### config.mk
export PLATFORM = sky130hd
export DESIGN_NAME = ddr_axi_tester_flat
export DESIGN_NICKNAME = d
export VERILOG_FILES = /design/src/rtl/ddr_axi_tester_pkg.sv /design/src/rtl/ddr_axi_tester_if.sv /design/src/rtl/ddr_tester_pattern.sv /design/src/rtl/ddr_axi_tester.sv /design/src/flat_wrapper.sv
export SDC_FILE = /design/constraint.sdc
export NUM_CORES = 1
export LEC_CHECK = 0
export ABC_AREA = 1
export CAP_MARGIN = 20
export CORE_MARGIN = 10
export CORE_UTILIZATION = 40
export CTS_CLUSTER_SIZE = 10
export DETAILED_ROUTE_END_ITERATION = 6
export SYNTH_ARGS = -nofsm -noshare
export SYNTH_HDL_FRONTEND = slang
export SYNTH_HIERARCHICAL = 1
export SYNTH_SLANG_ARGS = --single-unit
### constraint.sdc
create_clock -name core_clk -period 3.1 [get_ports core_clk]
set_input_delay 0.465 -clock core_clk [delete_from_list [all_inputs] [get_ports core_clk]]
set_output_delay 0.465 -clock core_clk [all_outputs]
set_load 0.03 [all_outputs]
### src/rtl/ddr_axi_tester_pkg.sv
// Shared types and width helpers for the DDR AXI burst tester.
// Optional looping soak mode is selected by defining DDR_TESTER_LOOP_EN.
package ddr_axi_tester_pkg;

  typedef enum logic [2:0] {
    StIdle,
    StAw,
    StW,
    StB,
    StAr,
    StR,
    StDone
  } state_e;

  localparam logic [15:0] CountMax = 16'hFFFF;

  // Byte address width of the controller user port.
  function automatic int unsigned axi_aw(input int unsigned ba_bits, input int unsigned row_bits,
                                         input int unsigned col_bits, input int unsigned dq_level);
    return ba_bits + row_bits + col_bits + dq_level - 1;
  endfunction

  function automatic int unsigned axi_dw(input int unsigned dq_level);
    return 8 << dq_level;
  endfunction

endpackage

### src/rtl/ddr_axi_tester_if.sv
// AXI-style user port between the tester (master) and ddr_sdram_ctrl (slave).
interface ddr_axi_tester_if #(
  parameter int unsigned AW = 26,
  parameter int unsigned DW = 16
);
  logic          awvalid;
  logic          awready;
  logic [AW-1:0] awaddr;
  logic [7:0]    awlen;
  logic          wvalid;
  logic          wready;
  logic          wlast;
  logic [DW-1:0] wdata;
  logic          bvalid;
  logic          bready;
  logic          arvalid;
  logic          arready;
  logic [AW-1:0] araddr;
  logic [7:0]    arlen;
  logic          rvalid;
  logic          rready;
  logic          rlast;
  logic [DW-1:0] rdata;

  modport master (
    output awvalid, awaddr, awlen, wvalid, wlast, wdata, bready,
    output arvalid, araddr, arlen, rready,
    input  awready, wready, bvalid, arready, rvalid, rlast, rdata
  );

  modport slave (
    input  awvalid, awaddr, awlen, wvalid, wlast, wdata, bready,
    input  arvalid, araddr, arlen, rready,
    output awready, wready, bvalid, arready, rvalid, rlast, rdata
  );
endinterface

### src/rtl/ddr_tester_pattern.sv
// Test pattern: word index burst_idx*(BURST_LEN+1)+beat, truncated to DW and
// optionally inverted for odd passes.
module ddr_tester_pattern #(
  parameter int unsigned DW        = 16,
  parameter int unsigned BURST_LEN = 127
) (
  input  logic [15:0]   burst_idx,
  input  logic [7:0]    beat,
  input  logic          invert,
  output logic [DW-1:0] word
);
  logic [31:0] idx;

  assign idx  = 32'(burst_idx) * 32'(BURST_LEN + 1) + 32'(beat);
  assign word = invert ? ~DW'(idx) : DW'(idx);
endmodule

### src/rtl/ddr_axi_tester.sv
// Burst write/read-back tester for the ddr_sdram_ctrl user port.
// Define DDR_TESTER_LOOP_EN to repeat passes (alternately inverted) while start stays high.
module ddr_axi_tester
  import ddr_axi_tester_pkg::*;
#(
  parameter int unsigned BA_BITS    = 2,
  parameter int unsigned ROW_BITS   = 13,
  parameter int unsigned COL_BITS   = 11,
  parameter int unsigned DQ_LEVEL   = 1,
  parameter int unsigned BURST_LEN  = 127,
  parameter int unsigned NUM_BURSTS = 16,
  parameter int unsigned BASE_ADDR  = 0
) (
  input  logic             core_clk,
  input  logic             core_rstn_sync,
  input  logic             start,
  output logic             busy,
  output logic             done,
  output logic             error,
  output logic [15:0]      error_count,
  ddr_axi_tester_if.master axi
);
  localparam int unsigned AW         = axi_aw(BA_BITS, ROW_BITS, COL_BITS, DQ_LEVEL);
  localparam int unsigned DW         = axi_dw(DQ_LEVEL);
  localparam int unsigned BurstBytes = (BURST_LEN + 1) << DQ_LEVEL;
  localparam logic [7:0]  LastBeat   = 8'(BURST_LEN);
  localparam logic [15:0] LastBurst  = 16'(NUM_BURSTS - 1);

  // Byte address wraps modulo 2^AW.
  function automatic logic [AW-1:0] burst_addr(input logic [15:0] idx);
    return AW'(BASE_ADDR) + AW'(idx) * AW'(BurstBytes);
  endfunction

  state_e        state_q, state_d;
  logic [15:0]   wburst_q, wburst_d, rburst_q, rburst_d;
  logic [7:0]    wbeat_q, wbeat_d, rbeat_q, rbeat_d;
  logic          pass_q, pass_d;
  logic          err_q, err_d;
  logic [15:0]   cnt_q, cnt_d;
  logic [DW-1:0] wdata_q, wpat, rpat;
  logic          wlast_q;
  logic [AW-1:0] awaddr_q, araddr_q;
  logic          r_bad, r_close;

  // Write data is looked up for the beat about to be presented, then registered.
  ddr_tester_pattern #(
    .DW       (DW),
    .BURST_LEN(BURST_LEN)
  ) u_wpat (
    .burst_idx(wburst_d),
    .beat     (wbeat_d),
    .invert   (pass_d),
    .word     (wpat)
  );

  ddr_tester_pattern #(
    .DW       (DW),
    .BURST_LEN(BURST_LEN)
  ) u_rpat (
    .burst_idx(rburst_q),
    .beat     (rbeat_q),
    .invert   (pass_q),
    .word     (rpat)
  );

  always_comb begin
    state_d  = state_q;
    wburst_d = wburst_q;
    wbeat_d  = wbeat_q;
    rburst_d = rburst_q;
    rbeat_d  = rbeat_q;
    pass_d   = pass_q;
    err_d    = err_q;
    cnt_d    = cnt_q;
    // A data and an rlast mismatch on the same beat count once.
    r_bad    = (axi.rdata != rpat) || (axi.rlast != (rbeat_q == LastBeat));
    r_close  = axi.rlast || (rbeat_q == LastBeat);

    case (state_q)
      StIdle: begin
        if (start) begin
          state_d  = StAw;
          wburst_d = '0;
          wbeat_d  = '0;
          pass_d   = 1'b0;
          err_d    = 1'b0;
          cnt_d    = '0;
        end
      end
      StAw: begin
        if (axi.awready) begin
          state_d = StW;
          wbeat_d = '0;
        end
      end
      StW: begin
        if (axi.wready) begin
          if (wbeat_q == LastBeat) begin
            state_d = StB;
          end else begin
            wbeat_d = wbeat_q + 8'd1;
          end
        end
      end
      StB: begin
        if (axi.bvalid) begin
          if (wburst_q == LastBurst) begin
            state_d  = StAr;
            rburst_d = '0;
            rbeat_d  = '0;
          end else begin
            state_d  = StAw;
            wburst_d = wburst_q + 16'd1;
          end
        end
      end
      StAr: begin
        if (axi.arready) begin
          state_d = StR;
          rbeat_d = '0;
        end
      end
      StR: begin
        if (axi.rvalid) begin
          if (r_bad) begin
            err_d = 1'b1;
            if (cnt_q != CountMax) begin
              cnt_d = cnt_q + 16'd1;
            end
          end
          if (r_close) begin
            rbeat_d = '0;
            if (rburst_q == LastBurst) begin
`ifdef DDR_TESTER_LOOP_EN
              if (start) begin
                state_d  = StAw;
                wburst_d = '0;
                wbeat_d  = '0;
                pass_d   = ~pass_q;
              end else begin
                state_d = StDone;
              end
`else
              state_d = StDone;
`endif
            end else begin
              state_d  = StAr;
              rburst_d = rburst_q + 16'd1;
            end
          end else begin
            rbeat_d = rbeat_q + 8'd1;
          end
        end
      end
      StDone: begin
        if (!start) begin
          state_d = StIdle;
        end
      end
      default: state_d = StIdle;
    endcase
  end

  always_ff @(posedge core_clk or negedge core_rstn_sync) begin
    if (!core_rstn_sync) begin
      state_q  <= StIdle;
      wburst_q <= '0;
      wbeat_q  <= '0;
      rburst_q <= '0;
      rbeat_q  <= '0;
      pass_q   <= 1'b0;
      err_q    <= 1'b0;
      cnt_q    <= '0;
      wdata_q  <= '0;
      wlast_q  <= 1'b0;
      awaddr_q <= '0;
      araddr_q <= '0;
    end else begin
      state_q  <= state_d;
      wburst_q <= wburst_d;
      wbeat_q  <= wbeat_d;
      rburst_q <= rburst_d;
      rbeat_q  <= rbeat_d;
      pass_q   <= pass_d;
      err_q    <= err_d;
      cnt_q    <= cnt_d;
      wlast_q  <= (state_d == StW) && (wbeat_d == LastBeat);
      if (state_d == StW) begin
        wdata_q <= wpat;
      end
      if (state_d == StAw) begin
        awaddr_q <= burst_addr(wburst_d);
      end
      if (state_d == StAr) begin
        araddr_q <= burst_addr(rburst_d);
      end
    end
  end

  assign axi.awvalid = (state_q == StAw);
  assign axi.awaddr  = awaddr_q;
  assign axi.awlen   = 8'(BURST_LEN);
  assign axi.wvalid  = (state_q == StW);
  assign axi.wdata   = wdata_q;
  assign axi.wlast   = wlast_q;
  assign axi.bready  = (state_q == StB);
  assign axi.arvalid = (state_q == StAr);
  assign axi.araddr  = araddr_q;
  assign axi.arlen   = 8'(BURST_LEN);
  assign axi.rready  = (state_q == StR);

  assign busy        = (state_q != StIdle) && (state_q != StDone);
  assign done        = (state_q == StDone);
  assign error       = err_q;
  assign error_count = cnt_q;
endmodule
### src/flat_wrapper.sv
// flat-port wrapper written by rule: the top's interface ports become plain ports
module ddr_axi_tester_flat import ddr_axi_tester_pkg::*;
#(
  parameter int unsigned BA_BITS    = 2,
  parameter int unsigned ROW_BITS   = 13,
  parameter int unsigned COL_BITS   = 11,
  parameter int unsigned DQ_LEVEL   = 1,
  parameter int unsigned BURST_LEN  = 127,
  parameter int unsigned NUM_BURSTS = 16,
  parameter int unsigned BASE_ADDR  = 0
)
  (core_clk, core_rstn_sync, start, busy, done, error, error_count, axi_awvalid, axi_awaddr, axi_awlen, axi_wvalid, axi_wlast, axi_wdata, axi_bready, axi_arvalid, axi_araddr, axi_arlen, axi_rready, axi_awready, axi_wready, axi_bvalid, axi_arready, axi_rvalid, axi_rlast, axi_rdata);
  ddr_axi_tester_if axi_i ();
  input  logic core_clk;
  input  logic core_rstn_sync;
  input  logic start;
  output logic busy;
  output logic done;
  output logic error;
  output logic [15:0] error_count;
  output wire logic [$bits(axi_i.awvalid)-1:0] axi_awvalid;
  output wire logic [$bits(axi_i.awaddr)-1:0] axi_awaddr;
  output wire logic [$bits(axi_i.awlen)-1:0] axi_awlen;
  output wire logic [$bits(axi_i.wvalid)-1:0] axi_wvalid;
  output wire logic [$bits(axi_i.wlast)-1:0] axi_wlast;
  output wire logic [$bits(axi_i.wdata)-1:0] axi_wdata;
  output wire logic [$bits(axi_i.bready)-1:0] axi_bready;
  output wire logic [$bits(axi_i.arvalid)-1:0] axi_arvalid;
  output wire logic [$bits(axi_i.araddr)-1:0] axi_araddr;
  output wire logic [$bits(axi_i.arlen)-1:0] axi_arlen;
  output wire logic [$bits(axi_i.rready)-1:0] axi_rready;
  input wire logic [$bits(axi_i.awready)-1:0] axi_awready;
  input wire logic [$bits(axi_i.wready)-1:0] axi_wready;
  input wire logic [$bits(axi_i.bvalid)-1:0] axi_bvalid;
  input wire logic [$bits(axi_i.arready)-1:0] axi_arready;
  input wire logic [$bits(axi_i.rvalid)-1:0] axi_rvalid;
  input wire logic [$bits(axi_i.rlast)-1:0] axi_rlast;
  input wire logic [$bits(axi_i.rdata)-1:0] axi_rdata;
  assign axi_awvalid = axi_i.awvalid;
  assign axi_awaddr = axi_i.awaddr;
  assign axi_awlen = axi_i.awlen;
  assign axi_wvalid = axi_i.wvalid;
  assign axi_wlast = axi_i.wlast;
  assign axi_wdata = axi_i.wdata;
  assign axi_bready = axi_i.bready;
  assign axi_arvalid = axi_i.arvalid;
  assign axi_araddr = axi_i.araddr;
  assign axi_arlen = axi_i.arlen;
  assign axi_rready = axi_i.rready;
  assign axi_i.awready = axi_awready;
  assign axi_i.wready = axi_wready;
  assign axi_i.bvalid = axi_bvalid;
  assign axi_i.arready = axi_arready;
  assign axi_i.rvalid = axi_rvalid;
  assign axi_i.rlast = axi_rlast;
  assign axi_i.rdata = axi_rdata;
  ddr_axi_tester #(.BA_BITS(BA_BITS), .ROW_BITS(ROW_BITS), .COL_BITS(COL_BITS), .DQ_LEVEL(DQ_LEVEL), .BURST_LEN(BURST_LEN), .NUM_BURSTS(NUM_BURSTS), .BASE_ADDR(BASE_ADDR)) u_core (.core_clk(core_clk), .core_rstn_sync(core_rstn_sync), .start(start), .busy(busy), .done(done), .error(error), .error_count(error_count), .axi(axi_i));
endmodule
==> results.md <==
- Each instance of the synthesized netlist takes up on average a little under 7 µm².
- The transition time at the pin with the least slew margin is 555 ps.
- The detail-routed via count per cell is between 4 and 5.
- The number of register bits inferred by synthesis is between 100 and 150.
- The post-synthesis to final-layout area growth is 22.9%.
- The final instance count without filler cells is ~1,600.
- The later pin in the worst-skew pair is clocked with a latency of about 420 ps.
- Of the total synthesized cell area, the portion taken by AND, OR, NAND and NOR gates is 0.399.
- The number of antenna diodes in the final layout is 0.
- The netlist area before placement is 8010 µm².
- The element type at the critical path end is a flop.
- Entering global routing, the biggest net connects 63 pins.
- The worst setup path is launched from a flop.
- Pin placement for this block handled around 130 I/O pins.
- The path class of the tightest hold or removal check is input port to asynchronous set/reset pin.
- The portion of netlist area occupied by mux cells is 0.00125.
- Of the post-synthesis cell area, the dominant cell type holds 0.369.
- The wire length of the first global-routing pass is 36,300 µm.
- The final period utilization is 0.913.
- In this run the worst path has a maximum fanout of 16.
- Setup repair after global routing left no endpoint under its margin.
- In the routed design, unresolved DRC markers number 0.
- The worst path arrival time is ~3100 ps.
- The routability congestion estimate from global placement is ~0.87.
- The global routing usage summed across all routing layers is 0.168.
- The buffer depth of the longest clock path is 2.
- The via count of the routed design is approximately 7,500.
- Port buffering added 97 buffers.
- The clock arrives with between 8 and 9 ps of skew.
- In this run, synthesis inferred 0 flip-flops with an integrated enable.
- The H-tree generated during clock tree synthesis spans 4 levels.
- In this run the vertical extent of the chip is around 160 µm.
- The area of the core region is around 20,000 µm².
- After the last flow step, the layout net total stands at 1,324.
- Counting every instance in the synthesized netlist gives roughly 1,200.
- The TritonCTS buffer count is 17.
- The total overflow left after global routing is 0.
- The time the final worst path needs with I/O delays and setup is approximately 2800 ps.
- Clock-pin slew was measured on the worst setup and hold paths at 60 ps.
- The most instantiated flip-flop cell in the synthesis netlist is sky130_fd_sc_hd__dfrtp_1.
- The initial utilization of the core area, before any placement, comes to 0.409.
- After synthesis, the largest family of logic cells by area is simple AND/OR/NAND/NOR gates.
- The first-iteration detailed-routing DRC count is approximately 430.
- After detailed placement, the total cell area comes to between 9000 and 10,000 µm².
- Of the total synthesized cell area, the portion taken by XOR and XNOR cells is 0.0591.
- The fraction of final layout cells with drive strength greater than 1 is 0.0738.
- The number of placed instances, taps included is between 1,500 and 2,000.
- The count of filler cells inserted in the layout is just under 2,000.
- The finished cells cover slightly below 10,000 µm².
- The worst setup path is of the flop to flop kind.
- The least setup slack across all paths after layout is between 200 and 300 ps.
- The post-synthesis cell type with the largest combined area is sky130_fd_sc_hd__dfrtp_1.
- The worst relative slew slack is 0.629.
- The data required time of the critical path is around 3400 ps.
- Hold timing on the final database bottoms out at a slack of between 400 and 500 ps.
- The number of detailed-routing iterations run before antenna repair is 5.
- The analysis attributes to cell leakage a power of between 0.004 and 0.005 µW.
- The setup violation total in the final timing report is 0.
- In the final timing run, aggregate negative setup slack is 0 ps.
- The number of global-route vias before repair was roughly 7,200.
- The count of final hold-check violations is 0.
- Summed over all nets, the half-perimeter wirelength after detailed placement is ~16,000 µm.
- The max-capacitance violation count is 0.
- The sequential element share of the synthesized area is 0.369.
- The total die area is about 26,000 µm².
- The most used standard cell by instance count after synthesis is sky130_fd_sc_hd__nand2_1.
- The initial antenna violation count is 0.
- Ranked by total cell area, the synthesized netlist is headed by sky130_fd_sc_hd__dfrtp_1 (37%), sky130_fd_sc_hd__nand2_1 (20%), sky130_fd_sc_hd__nand3_1 (7.4%).
- The flow ran to the end, and the final reports show no timing, DRC or antenna violations.
- The number of library cell types mapped by synthesis is 45.
- The die span in x is between 150 and 200 µm.
- The number of clock sinks seen by CTS is ~120.
- In this run the remaining antenna-violating nets after routing total 0.
- The async set-or-reset flop fraction in the synthesized netlist is 1.00.
- The power density over cell area is 611 nW/µm².
- The final max-slew violation count is 0.
- Clock tree synthesis selected as its root buffer the cell sky130_fd_sc_hd__clkbuf_16.
- The fraction of the mapped netlist area in compound gates is 0.0431.
- The TritonCTS clock tree is done.
- The overall routed net length is 21,600 µm.
- In the synthesized netlist, the cells that appear most often are sky130_fd_sc_hd__nand2_1 (435), sky130_fd_sc_hd__nor2_1 (120), sky130_fd_sc_hd__nand3_1 (119).
- The area share of fa/ha/maj cells after synthesis is 0.0172.
- The wire length per cell is between 10 and 15 µm.
- The worst setup slack after placement is about 69 ps.
- The warning count from the yosys run is 6.
- The peak supply drop is about 420 µV.
- Static timing analysis puts the maximum clock frequency at 353 MHz.
- The floorplan has 51 rows.
[power breakdown]
part	internal, µW	switching, µW	total [µW]
Sequential	1710	171	1880
Clock	1230	761	1990
Combinational	688	1450	2140
[worst max-delay path, stage by stage (launching register included)]
cell	delay, ps
sky130_fd_sc_hd__dfrtp_1	400
sky130_fd_sc_hd__ha_1	210
sky130_fd_sc_hd__nand2_1	80
sky130_fd_sc_hd__nor2_1	100
sky130_fd_sc_hd__inv_1	60
sky130_fd_sc_hd__nor2_2	120
sky130_fd_sc_hd__nand3_1	120
sky130_fd_sc_hd__ha_1	320
sky130_fd_sc_hd__a21oi_1	130
sky130_fd_sc_hd__nand4_1	110
sky130_fd_sc_hd__nor2_1	250
sky130_fd_sc_hd__nand2_1	130
sky130_fd_sc_hd__nand3_1	80
sky130_fd_sc_hd__nand2_1	340
sky130_fd_sc_hd__nand3_1	180
sky130_fd_sc_hd__nand2_1	70
[final timing paths]
check / to / startpoint / slack (ps) / depth (start not counted)
min in group core_clk: u_core/axi.wdata[3]$_DFFE_PN0N_ / u_core/axi.wdata[3]$_DFFE_PN0N_ / 470 / 2
max reg2reg: u_core/error_count[0]$_DFFE_PN0P_ / u_core/rbeat_q[0]$_DFFE_PN0P_ / 270 / 15
max: u_core/error_count[0]$_DFFE_PN0P_ / u_core/rbeat_q[0]$_DFFE_PN0P_ / 270 / 15
min: u_core/axi.wdata[12]$_DFFE_PN0N_ / core_rstn_sync / 470 / 2
max in group asynchronous: u_core/axi.araddr[20]$_DFFE_PN0N_ / core_rstn_sync / 1820 / 3
min reg2reg: u_core/axi.wdata[3]$_DFFE_PN0N_ / u_core/axi.wdata[3]$_DFFE_PN0N_ / 470 / 2
[per-stage QoR]
stage | utilization | power, µW
after floorplan | - | 3340
after global placement | 0.470 | 4030
after detailed placement | 0.470 | 4040
after CTS | 0.501 | 6080
after global routing | 0.502 | 6420
final | 0.502 | 6010
[area by class of cell]
cell class,count,area (µm²),area share
multi-input combinational,907,4300,0.437
sequential,118,2950,0.300
timing repair buffer,126,1200,0.122
clock buffer,19,453,0.0460
inverter,118,447,0.0454
tap,265,332,0.0337
clock inverter,13,150,0.0153
[placed cells by master, fill, tap and decap left out, types with 2 or more instances in the layout]
cell / synthesis / final
sky130_fd_sc_hd__a21oi_1: 18 / 18
sky130_fd_sc_hd__inv_2: 6 / 4
sky130_fd_sc_hd__o211ai_1: 5 / 5
sky130_fd_sc_hd__and2_1: 3 / 3
sky130_fd_sc_hd__nor2_1: 120 / 118
sky130_fd_sc_hd__conb_1: 2 / 36
sky130_fd_sc_hd__or2_2: 5 / 5
sky130_fd_sc_hd__xor2_1: 41 / 41
sky130_fd_sc_hd__nor2_8: 2 / 2
sky130_fd_sc_hd__nand4_1: 17 / 17
sky130_fd_sc_hd__inv_1: 111 / 111
sky130_fd_sc_hd__nor3_1: 15 / 15
sky130_fd_sc_hd__clkinv_4: 0 / 5
sky130_fd_sc_hd__clkdlybuf4s50_1: 0 / 96
sky130_fd_sc_hd__nand2_2: 3 / 3
sky130_fd_sc_hd__xnor2_1: 13 / 13
sky130_fd_sc_hd__nand3_1: 119 / 119
sky130_fd_sc_hd__nor2_2: 5 / 6
sky130_fd_sc_hd__nor4_1: 3 / 3
sky130_fd_sc_hd__nand2_4: 2 / 2
sky130_fd_sc_hd__clkbuf_8: 0 / 2
sky130_fd_sc_hd__nor3b_1: 2 / 2
sky130_fd_sc_hd__clkbuf_16: 0 / 17
sky130_fd_sc_hd__o21bai_1: 3 / 3
sky130_fd_sc_hd__nand2_1: 435 / 435
sky130_fd_sc_hd__clkinvlp_4: 0 / 5
sky130_fd_sc_hd__buf_4: 38 / 28
sky130_fd_sc_hd__a31oi_1: 2 / 2
sky130_fd_sc_hd__bufinv_16: 0 / 2
sky130_fd_sc_hd__o21ai_0: 27 / 27
sky130_fd_sc_hd__nand3b_1: 2 / 2
sky130_fd_sc_hd__ha_1: 11 / 11
sky130_fd_sc_hd__dfrtp_1: 118 / 118
sky130_fd_sc_hd__o21ai_1: 2 / 2
sky130_fd_sc_hd__nor2_4: 6 / 7
[flip-flops by register name, summed over array words and instances, names as in the netlist]
signal              count
u_core/axi.wdata       16
u_core/axi.wlast        1
u_core/state_q          3
u_core/wburst_q        16
u_core/error            1
u_core/axi.araddr      16
u_core/wbeat_q          8
u_core/pass_q           1
u_core/axi.awaddr      16
u_core/error_count     16
u_core/rbeat_q          8
u_core/rburst_q        16
[routing by layer]
metal  global-route usage  part of all wire
met5                    0                 0
met4               0.0401            0.0069
met3               0.0445             0.055
met2                0.276              0.47
met1                0.214              0.47
[cell families (layout without fill, tap and decap cells)]
logic type / after synthesis / after routing
buffers and inverters: 180 / 276
xor gates and xnor gates: 54 / 54
other: 2 / 36
AOI/OAI and AO/OA: 62 / 62
and+or+nand+nor: 743 / 743
muxes: 1 / 1
DFF: 118 / 118
adders and majority gates: 11 / 11
[timing repair]
item                                    CTS  global route
hold buffers                              1             0
setup buffers                             0             1
hold endpoints to repair                 17             0
resized for setup                         0             6
endpoints found under the setup margin    0            50
Note: power is estimated with default switching activity, not from simulation.
==> RTL change 1 (same flow settings) <==
Compare `wbeat_q` against `LastBeat` with >= in place of ==.
--- a/src/rtl/ddr_axi_tester.sv
+++ b/src/rtl/ddr_axi_tester.sv
@@ -95,7 +95,7 @@
       end
       StW: begin
         if (axi.wready) begin
-          if (wbeat_q == LastBeat) begin
+          if (wbeat_q >= LastBeat) begin
             state_d = StB;
           end else begin
             wbeat_d = wbeat_q + 8'd1;
Behaviour: same outputs for any inputs over 10 cycles, from zero or initial values and one cycle with core_rstn_sync low; that may be too few to reach the edited logic, so the function may still have changed.
==> RTL change 1 against the unedited design <==
Routed wire length fell by 1.6%. Worst setup slack got worse by 0.00056 ns. Clock power rose by 4%. Fmax barely moved. Largest cell class unchanged. Cell area fell by 1.7%. Total power fell by 1.3%. Non-clock buffer count fell by 7. Area after synthesis fell by 1.1%. Final cell count fell by 1.3%. Sequential cell count did not move. Count of clock-buffer cells in the layout did not move.
==> RTL change 1: results (changes against the unedited design) <==
metric,value,unit,change
DP Worst Slack,0.274,ns,+0.205 ns
Non-Filler Instances,1546,,-1.3%
Initial DRT Pass Iterations,4,,-1
ranking of synthesized cells by area,"dfrtp_1 (37%), nand2_1 (20%), nand3_1 (7.8%)",,
clock share of power,0.348,,+0.016
largest net degree at the start of global routing,66,,+4.8%
vias in the first global route,6929,,-3.8%
initial antenna violation count,1,,+1
Worst R2R End,u_core/error_count[7]$_DFFE_PN0P_,,
crit-path max cell delay,0.42,ns,+0.02 ns
clk_skew,0.00793,ns,-0.000351 ns
most instantiated cells after synthesis,"nand2_1 (417), nor2_1 (132), nand3_1 (124)",,
Slew @ Worst Pin,0.820,ns,+0.264 ns
gp weighted congestion,0.916,,+5.5%
status,"finished, final reports clean",,
WHS,0.467,ns,-0.00588 ns
placed inst area,0.00903,mm2,-1.8%
Hold Path Class,reg2reg,,
register area share after synthesis,0.373,,+0.00414
"Arr. time, crit path",3.14,ns,about the same
Syn Inst Count,1164,,-0.60%
Overall Global Routing Usage,0.162,,-0.00511
XOR/XNOR share of the synthesized area,0.0509,,-0.00818
Detail Placement HPWL,15900,um,-1.1%
first-pass GRT wire length,35000,um,-3.7%
fillers,1976,,+0.56%
post-synthesis compound-gate area fraction,0.0403,,-0.00283
clock group power,2.07,mW,+4%
post-synthesis mux area share,0,,-0.00125
internal power,3.67,mW,+1.0%
Synth cell types,37,,-18%
Routed WL,21200,um,-1.6%
RTL change 1: cell type report:
cell class / count / area (um2) / share of cell area
flip-flops and latches: 118 / 2950 / 0.305
inverters: 119 / 447 / 0.0462
multi-input cells: 892 / 4170 / 0.431
well taps: 265 / 332 / 0.0343
diodes: 1 / 2.50 / 0.000259
repair buffers: 119 / 1150 / 0.119
clock buffers: 19 / 453 / 0.0468
clock inverters: 13 / 170 / 0.0176
RTL change 1: kinds of logic after synthesis:
| kind of cell | after synthesis |
|---|---|
| AOI/OAI and AO/OA | 60 |
| xor gates and xnor gates | 46 |
| adders and majority gates | 11 |
| buffers and inverters | 188 |
| DFF | 118 |
| other | 2 |
| and+or+nand+nor | 739 |
RTL change 1: routing by layer:
layer	share of wire	GRT usage
met1	0.45	0.207
met2	0.47	0.264
met3	0.060	0.0422
met4	0.015	0.0480
met5	0	0
==> RTL change 2 (config.mk and constraints unchanged) <==
Made on the original files. `BURST_LEN` is set to 127 in 3 places; all go to 63.
--- a/src/rtl/ddr_tester_pattern.sv
+++ b/src/rtl/ddr_tester_pattern.sv
@@ -2,7 +2,7 @@
 // optionally inverted for odd passes.
 module ddr_tester_pattern #(
   parameter int unsigned DW        = 16,
-  parameter int unsigned BURST_LEN = 127
+  parameter int unsigned BURST_LEN = 63
 ) (
   input  logic [15:0]   burst_idx,
   input  logic [7:0]    beat,
--- a/src/rtl/ddr_axi_tester.sv
+++ b/src/rtl/ddr_axi_tester.sv
@@ -7,7 +7,7 @@
   parameter int unsigned ROW_BITS   = 13,
   parameter int unsigned COL_BITS   = 11,
   parameter int unsigned DQ_LEVEL   = 1,
-  parameter int unsigned BURST_LEN  = 127,
+  parameter int unsigned BURST_LEN  = 63,
   parameter int unsigned NUM_BURSTS = 16,
   parameter int unsigned BASE_ADDR  = 0
 ) (
--- a/src/flat_wrapper.sv
+++ b/src/flat_wrapper.sv
@@ -5,7 +5,7 @@
   parameter int unsigned ROW_BITS   = 13,
   parameter int unsigned COL_BITS   = 11,
   parameter int unsigned DQ_LEVEL   = 1,
-  parameter int unsigned BURST_LEN  = 127,
+  parameter int unsigned BURST_LEN  = 63,
   parameter int unsigned NUM_BURSTS = 16,
   parameter int unsigned BASE_ADDR  = 0
 )
Function: changed (Yosys sat finds a counterexample within 4 cycles, from zero or initial values and one cycle with core_rstn_sync low).
==> RTL change 2 against the unedited design <==
Worst setup slack improved by 0.040 ns. Routed wire length fell by 2.3%. Area after synthesis shrank 1.3%. Critical path depth unchanged. Cell area fell by 0.92%. Sequential cell count is the same. Total power grew 10%. Die area down 1.2%.
==> RTL change 2: results (changes against the unedited design) <==
metric,value,unit,change
status,"finished, final reports clean",,
gp weighted congestion,0.905,,+4.2%
Final nets,1251,,-5.5%
post-synthesis mux area share,0.00253,,+0.00128
ys async rst share,1.00,,unchanged
Slew @ Worst Pin,0.710,ns,+0.154 ns
ranking of synthesized cells by area,"dfrtp_1 (37%), nand2_1 (17%), nand3_1 (6.5%)",,
Synth cell types,45,,unchanged
TNS Setup,0,ns,unchanged
clk_skew,0.00994,ns,+0.00166 ns
Detail Placement HPWL,15800,um,-1.8%
Hold Path Class,in2async,,
most instantiated cells after synthesis,"nand2_1 (366), dfrtp_1 (118), nor2_1 (106)",,
XOR/XNOR share of the synthesized area,0.0750,,+0.0160
Max Used Layer,met4,,
post-synthesis compound-gate area fraction,0.0489,,+0.00581
vias in the first global route,6863,,-4.7%
register area share after synthesis,0.374,,+0.00496
Post-synth top flop,dfrtp_1,,
clock slew at reported path FFs,0.06,ns,about the same
Num CTS Buffers,17,,unchanged
total length of routed met2 wires,9820,um,-3.1%
Routed WL,21100,um,-2.3%
Overall Global Routing Usage,0.163,,-0.00411
total number of vias,7099,,-4.9%
first-pass GRT wire length,35100,um,-3.5%
largest net degree at the start of global routing,54,,-14%
met3 routed WL,1220,um,+2.6%
share of cells above drive strength 1,0.0897,,+0.0159
Initial DRT Pass Iterations,5,,unchanged
Lkg Pwr,4.74,nW,-4.5%
Synth Area in Adders,0.0225,,+0.00530
initial antenna violation count,0,,unchanged
Iter 0 DRT Violations,410,,-5.1%
DRT met1 WL,9830,um,-2.7%
"Arr. time, crit path",3.10,ns,-0.03 ns
Max IR drop VDD,0.430,mV,+2.9%
-- RTL change 2: worst paths after layout --
path                                                 endpoint  cells after the start  slack (ns)                               from
min in group core_clk       u_core/axi.araddr[10]$_DFFE_PN0N_                      2        0.47  u_core/axi.araddr[10]$_DFFE_PN0N_
hold / removal               u_core/axi.wdata[13]$_DFFE_PN0N_                      1         0.1                     core_rstn_sync
setup / recovery           u_core/error_count[12]$_DFFE_PN0P_                     15        0.31       u_core/rburst_q[0]$_DFF_PN0_
hold reg to reg             u_core/axi.araddr[10]$_DFFE_PN0N_                      2        0.47  u_core/axi.araddr[10]$_DFFE_PN0N_
setup reg to reg           u_core/error_count[12]$_DFFE_PN0P_                     15        0.31       u_core/rburst_q[0]$_DFF_PN0_
max in group asynchronous       u_core/wburst_q[13]$_DFF_PN0_                      2        2.26                     core_rstn_sync
-- RTL change 2: cells by family (layout without fill, tap and decap cells) --
logic type                 after synthesis  in the layout
DFF                                    118            118
other                                    2             36
buffers and inverters                  170            263
muxes                                    2              2
xor gates and xnor gates                66             66
and+or+nand+nor                        658            658
AOI/OAI and AO/OA                       70             70
adders and majority gates               13             13
-- RTL change 2: routing by layer --
metal | track usage | vias up
met3 | 0.0376 | 14
li1 | - | 3629
met5 | 0 | -
met2 | 0.264 | 176
met4 | 0.0422 | 0
met1 | 0.215 | 3280
-- RTL change 2: report_power, final --
part           switching [mW]  internal, mW
sequential              0.245          1.78
combinational            1.59         0.790
clock                   0.759          1.46
total                    2.59          4.02
-- RTL change 2: area by class of cell --
class                   instances  area (um2)
fillers                      1954        9710
multi-input cells             845        4220
flip-flops and latches        118        2950
repair buffers                123        1180
clock buffers                  18         439
inverters                     108         405
well taps                     265         332
clock inverters                14         225
-- RTL change 2: critical path, stage by stage (launching register included) --
cell     delay, ns
dfrtp_1       0.44
ha_1          0.25
fa_1          0.38
nand2_1       0.10
inv_1         0.08
nand3_1       0.10
xor2_1        0.19
xnor2_1       0.13
nand4_1       0.09
nor2_1        0.30
nand3_1       0.15
nand2_1       0.10
nor2_2        0.03
buf_4         0.18
nand3_1       0.08
nand2_1       0.06
-- RTL change 2: through the flow --
| stage | area (um2) | std cells | setup WS [ns] |
|---|---|---|---|
| after floorplan | 8030 | 1133 | 0.549 |
| after detailed placement | 9080 | 1459 | 0.170 |
| after global placement | 9080 | 1459 | 0.192 |
| after global routing | 9750 | 1491 | 0.0190 |
| final | 9750 | 1491 | 0.310 |
| after CTS | 9750 | 1491 | 0.279 |
